**src/rtl/gd_iteration_ctrl.sv**
```systemverilog
// gd_iteration_ctrl
//   Sequencer for one batch-gradient-descent run of linear regression.
//   Owns the theta register, registers the residual vector between the
//   X*theta - Y and X^T-multiply datapaths, registers the gradient and applies
//   theta <- sat16(theta - (gradient >>> alpha_shift)) for num_iters iterations.
//
//   Optional feature macro: GD_EARLY_STOP_EN
//     defined   : in BWD, if every |gradient[k]| <= GRAD_TOL the run stops early
//                 (no theta update, iter_count unchanged, converged <= 1).
//     undefined : comparison logic absent, converged tied to 0.
//
// Ports
//   clk          rising-edge clock
//   rst          asynchronous active-high reset
//   start        begin a run (sampled only in IDLE)
//   theta_init   initial theta, 16*n signed, element 0 in the MSBs
//   num_iters    iteration count, latched at start
//   alpha_shift  learning-rate shift, latched at start
//   xtheta_y     residual vector (32*m), combinational from theta_out
//   gradient     gradient (32*n), combinational from xtheta_y_q
//   theta_out    current theta register
//   xtheta_y_q   registered residual feeding the X^T-multiply datapath
//   iter_count   completed iterations of the current/last run
//   busy         high in every state except IDLE
//   done         one-cycle pulse in DONE
//   converged    early-stop flag, held until next start
//
// State | meaning
// IDLE  | waiting for start; results held
// FWD   | capture residual X*theta - Y
// BWD   | capture gradient (early-stop check when enabled)
// UPD   | theta update, iteration counted
// DONE  | done pulse, return to IDLE
module gd_iteration_ctrl #(
  parameter int m        = 20,
  parameter int n        = 3,
  parameter int ITER_W   = 8,
  parameter int GRAD_TOL = 16
) (
  input  logic                clk,
  input  logic                rst,
  input  logic                start,
  input  logic [16*n-1:0]     theta_init,
  input  logic [ITER_W-1:0]   num_iters,
  input  logic [4:0]          alpha_shift,
  input  logic [32*m-1:0]     xtheta_y,
  input  logic [32*n-1:0]     gradient,
  output logic [16*n-1:0]     theta_out,
  output logic [32*m-1:0]     xtheta_y_q,
  output logic [ITER_W-1:0]   iter_count,
  output logic                busy,
  output logic                done,
  output logic                converged
);

  typedef enum logic [2:0] {IDLE, FWD, BWD, UPD, DONE} state_t;

  state_t              state_q, state_d;
  logic [16*n-1:0]     theta_q;
  logic [16*n-1:0]     theta_upd;
  logic [32*n-1:0]     grad_q;
  logic [ITER_W-1:0]   iter_q;
  logic [ITER_W-1:0]   iter_next;
  logic [ITER_W-1:0]   num_iters_q;
  logic [4:0]          alpha_q;
  logic                early_stop;

  // Subtraction at 33 bits so neither operand can overflow before the clamp.
  function automatic logic [15:0] upd_elem(input logic [15:0] t,
                                           input logic [31:0] g,
                                           input logic [4:0]  sh);
    logic signed [31:0] g_sh;
    logic signed [32:0] diff;
    g_sh = $signed(g) >>> sh;
    diff = $signed({{17{t[15]}}, t}) - $signed({g_sh[31], g_sh});
    if (diff > 33'sd32767)
      return 16'h7fff;
    else if (diff < -33'sd32768)
      return 16'h8000;
    else
      return diff[15:0];
  endfunction

  always_comb begin
    theta_upd = '0;
    for (int k = 0; k < n; k++) begin
      theta_upd[16*(n-k)-1 -: 16] = upd_elem(theta_q[16*(n-k)-1 -: 16],
                                             grad_q[32*(n-k)-1 -: 32],
                                             alpha_q);
    end
  end

  assign iter_next = iter_q + ITER_W'(1);

`ifdef GD_EARLY_STOP_EN
  logic converged_q;

  // Window compare rather than abs() so -2^31 cannot wrap into range.
  always_comb begin
    early_stop = 1'b1;
    for (int k = 0; k < n; k++) begin
      if (($signed(gradient[32*(n-k)-1 -: 32]) > GRAD_TOL) ||
          ($signed(gradient[32*(n-k)-1 -: 32]) < -GRAD_TOL))
        early_stop = 1'b0;
    end
  end

  always_ff @(posedge clk or posedge rst) begin
    if (rst)
      converged_q <= 1'b0;
    else if (state_q == IDLE && start)
      converged_q <= 1'b0;
    else if (state_q == BWD && early_stop)
      converged_q <= 1'b1;
  end

  assign converged = converged_q;
`else
  assign early_stop = 1'b0;
  assign converged  = 1'b0;
`endif

  always_ff @(posedge clk or posedge rst) begin
    if (rst)
      state_q <= IDLE;
    else
      state_q <= state_d;
  end

  always_comb begin
    state_d = state_q;
    case (state_q)
      IDLE: if (start) state_d = (num_iters == '0) ? DONE : FWD;
      FWD:  state_d = BWD;
      BWD:  state_d = early_stop ? DONE : UPD;
      UPD:  state_d = (iter_next == num_iters_q) ? DONE : FWD;
      DONE: state_d = IDLE;
      default: state_d = IDLE;
    endcase
  end

  always_ff @(posedge clk or posedge rst) begin
    if (rst) begin
      theta_q     <= '0;
      xtheta_y_q  <= '0;
      grad_q      <= '0;
      iter_q      <= '0;
      num_iters_q <= '0;
      alpha_q     <= '0;
    end else begin
      case (state_q)
        IDLE: if (start) begin
          theta_q     <= theta_init;
          iter_q      <= '0;
          num_iters_q <= num_iters;
          alpha_q     <= alpha_shift;
        end
        FWD: xtheta_y_q <= xtheta_y;
        BWD: grad_q     <= gradient;
        UPD: begin
          theta_q <= theta_upd;
          iter_q  <= iter_next;
        end
        default: ;
      endcase
    end
  end

  assign theta_out  = theta_q;
  assign iter_count = iter_q;
  assign busy       = (state_q != IDLE);
  assign done       = (state_q == DONE);

endmodule

```
**config.mk**
```make
export PLATFORM = sky130hd
export DESIGN_NAME = gd_iteration_ctrl
export DESIGN_NICKNAME = d
export VERILOG_FILES = /design/src/rtl/gd_iteration_ctrl.sv
export SDC_FILE = /design/constraint.sdc
export NUM_CORES = 2
export LEC_CHECK = 0
export BUFFER_PORTS_ARGS = -buffer_cell sky130_fd_sc_hd__buf_2
export CAP_MARGIN = 20
export CORE_AREA = 2 2 583 585
export CTS_BUF_LIST = sky130_fd_sc_hd__clkbuf_4 sky130_fd_sc_hd__clkbuf_8
export CTS_CLUSTER_SIZE = 25
export DETAILED_ROUTE_END_ITERATION = 12
export DIE_AREA = 0 0 585 587
export GPL_TIMING_DRIVEN = 0
export PLACE_DENSITY = 0.3
export SYNTH_ARGS = -nofsm -noshare
export SYNTH_HDL_FRONTEND = slang
export SYNTH_SLANG_ARGS = --single-unit
```
**constraint.sdc**
```tcl
create_clock -name clk -period 28.5 [get_ports clk]
set_clock_uncertainty 0.2 [all_clocks]
set_input_delay 1.425 -clock clk [delete_from_list [all_inputs] [get_ports clk]]
set_output_delay 1.425 -clock clk [all_outputs]
set_load 0.03 [all_outputs]
```
==> reports/results.txt <==
Fin. Hold Viols: 0
Setup CP Type: reg -> reg
Fin crit period: 8.90 ns
Global routing met3 resource utilization: 10.3%
Post-synth ARST share: 100%
Final setup fails: 0
Syn_nets: 4,418
CP endpoint kind: flop
Setup_tns: 0 ns
CORE AREA: 338,000 sq um
Reg-to-reg startpoint: alpha_q[0]$_DFFE_PP0P_
H-tree level count: 4
Global-route wire length before repair: 459,000 microns
Per-cell routed wire length: 36.8 microns
Die Height: 587 microns
Met1 Track Usage GR: 21.4%
Status: complete, no violations
Place WS: 19.46 ns
Max_cap viols: 0
Nets: 6,110
Syn avg cell area: 11.7 sq um
FF-to-FF path depth: 24
Post_cts resized: 0
Grt peak-use layer: met2
Cell Rows: 214
Critical Path Start Type: flop
Final worst slack: 19.60 ns
Commonest non-fill, non-tap cell in the layout: buf_2
Antenna violations before repair: 355
Vias per cell: 3.85
Die Width: 585 microns
Synth Register Bits: 808
Number of enable flip-flop cells after synthesis: 0
Initial DRC Count: 2,334
Min-Delay Path Class: in -> async
GR Util met2: 36.1%
Cts bufs inserted: 178
Die area: 343,000 sq um
Post-Syn Area: 41,200 sq um
Sequential area share after synthesis: 49.0%
Crit path required time: 29.14 ns
Final non-filler cell total: 10,000
Worst Setup SP: alpha_q[0]$_DFFE_PP0P_
Mapped Cells: 3,514
Final HPWL DP: 330,000 microns
Clk_lat worst skew: 0.96 ns
Drc violations: 0
R2r setup slk: 19.60 ns
Largest net degree at the start of global routing: 111
# IOs: 1,499
Synth unique cells: 88
Fin crit share: 31.2%
Clock sink count: 808
ANT nets after route: 0
Clock Path Buffers: 4
PortBufs: 1,497
Max Slew Vio Count: 0
CTS Hold Bufs: 0
Area Growth Syn to Fin: 43.1%
Post-Route WL: 369,000 microns
Root Buffer: clkbuf_8
Postcts setup bufs: 0
Placed insts: 9,560
Syn. warnings: 0
Clock Pin Slew Worst Setup and Hold Paths: 0.06 ns
Most frequent cells in the layout: 1,508 x buf_2, 808 x dfrtp_1, 762 x mux2_2
Grt total ovfl: 0
CTS tree: built
Overall Global Routing Usage: 20.9%
Crit Path Max Fanout: 10
Max-slew headroom: 25.5%
Post-synth top area share: 49.0%
Vias: 38,600
RR Endpoint: theta_out[7]$_DFFE_PP0P_
Layout cells sized above 1: 50.2%
Vias in the first global route: 38,800
Initial Util: 12.2%
Area contributors post-synth: dfrtp_1 49%, mux2_2 21%, ha_1 3.1%, nand2_1 2.7%, a21oi_1 2.7%
Placer Congestion: 0.914
Unrepaired setup endpoints after global routing: false
Worst-Margin Slew: 1.11 ns
Most used DFF post-synth: dfrtp_1
WP data arrival: 9.54 ns
Fmax: 112 MHz
Post-synth top area cell: dfrtp_1
First-pass DRT Iterations: 5
[critical path, stage by stage, from the launching register on]
cell and delay (ns):
dfrtp_1 0.35, clkbuf_1 0.72, clkbuf_1 0.48, buf_6 0.24
clkbuf_1 0.60, clkbuf_1 0.61, nand2_1 0.09, o21ai_0 0.22
mux2i_1 0.21, a21oi_1 0.29, mux2i_1 0.27, ha_1 0.32
fa_1 0.38, nand2b_1 0.19, a21oi_1 0.29, o21ai_1 0.18
a211oi_1 0.62, o21ai_0 0.26, xor2_1 0.22, nor4_1 0.24
nand4_1 0.17, o41ai_2 0.86, clkbuf_1 0.45, a21oi_1 0.15
o21ai_0 0.16
[through the flow]
stage | utilization, % | hold WS, ns | instance area (sq um)
6_report | 17.5 | 0.272 | 59000
5_1_grt | 17.4 | 0.237 | 58800
4_1_cts | 17.4 | 0.166 | 58600
3_5_place_dp | 16.2 | 0.290 | 54800
3_3_place_gp | 16.1 | 0.286 | 54400
2_1_floorplan | - | 0.276 | 41200
[registers in the layout (all words and copies together) (netlist names)]
signal / count
xtheta_y_q: 640
alpha_q: 5
grad_q: 96
num_iters_q: 8
iter_count: 8
state_q: 3
theta_out: 48
[synth_stat cells (all sizes together), types with 9 or more instances]
library cell    n
dfrtp         808
mux2          762
nand2         299
a21oi         226
o21ai         192
clkbuf        178
nor2          148
ha            101
mux2i          96
a211oi         54
xnor2          52
mux4           48
inv            42
a31oi          39
o21a           36
buf            31
xor2           30
a21o           28
and2           27
nand3          27
nor2b          27
nor3           26
nand4          22
o211ai         21
nand2b         16
and3           14
o21bai         14
nor4           12
o31ai          10
a21boi          9
or3             9
[cell type report]
| cell class | instances | area, sq um |
|---|---|---|
| antenna | 146 | 365 |
| clock inverter | 33 | 403 |
| tap | 4536 | 5680 |
| sequential | 808 | 20200 |
| clock buffer | 273 | 3460 |
| inverter | 43 | 169 |
| timing repair buffer | 1512 | 7850 |
| multi-input combinational | 2454 | 20100 |
| fill | 38100 | 279000 |
| buffer | 209 | 821 |
[worst max path at each step]
stage	cells after the start	slack (ns)	endpoint
6_report	24	19.60	theta_out[7]$_DFFE_PP0P_
5_1_grt	24	19.11	theta_out[7]$_DFFE_PP0P_
4_1_cts	23	19.40	theta_out[7]$_DFFE_PP0P_
3_5_place_dp	23	19.46	theta_out[7]$_DFFE_PP0P_
3_3_place_gp	2	-8.98	xtheta_y_q[293]$_DFFE_PP0P_
2_1_floorplan	1	4.18	alpha_q[0]$_DFFE_PP0P_
[logic make-up after synthesis]
family,count (synthesis),synth area share (%)
flip-flops,808,49.0
AND/OR/NAND/NOR,659,7.37
other,1,0.00909
adder cells (fa/ha/maj),104,3.21
AO/OA/AOI/OAI,702,10.5
XOR/XNOR,82,1.74
buffers and inverters,252,2.37
multiplexers,906,25.8
[routing by layer]
layer	up-vias	share of wire (%)	wire length [microns]
li1	16500	-	-
met1	19400	35	129000
met2	1721	49	180000
met3	798	11	40600
met4	206	4.8	17800
met5	-	0.35	1280
Power is not shown: default switching activity piles up to over one toggle a cycle in this logic, so the estimate is an artifact.
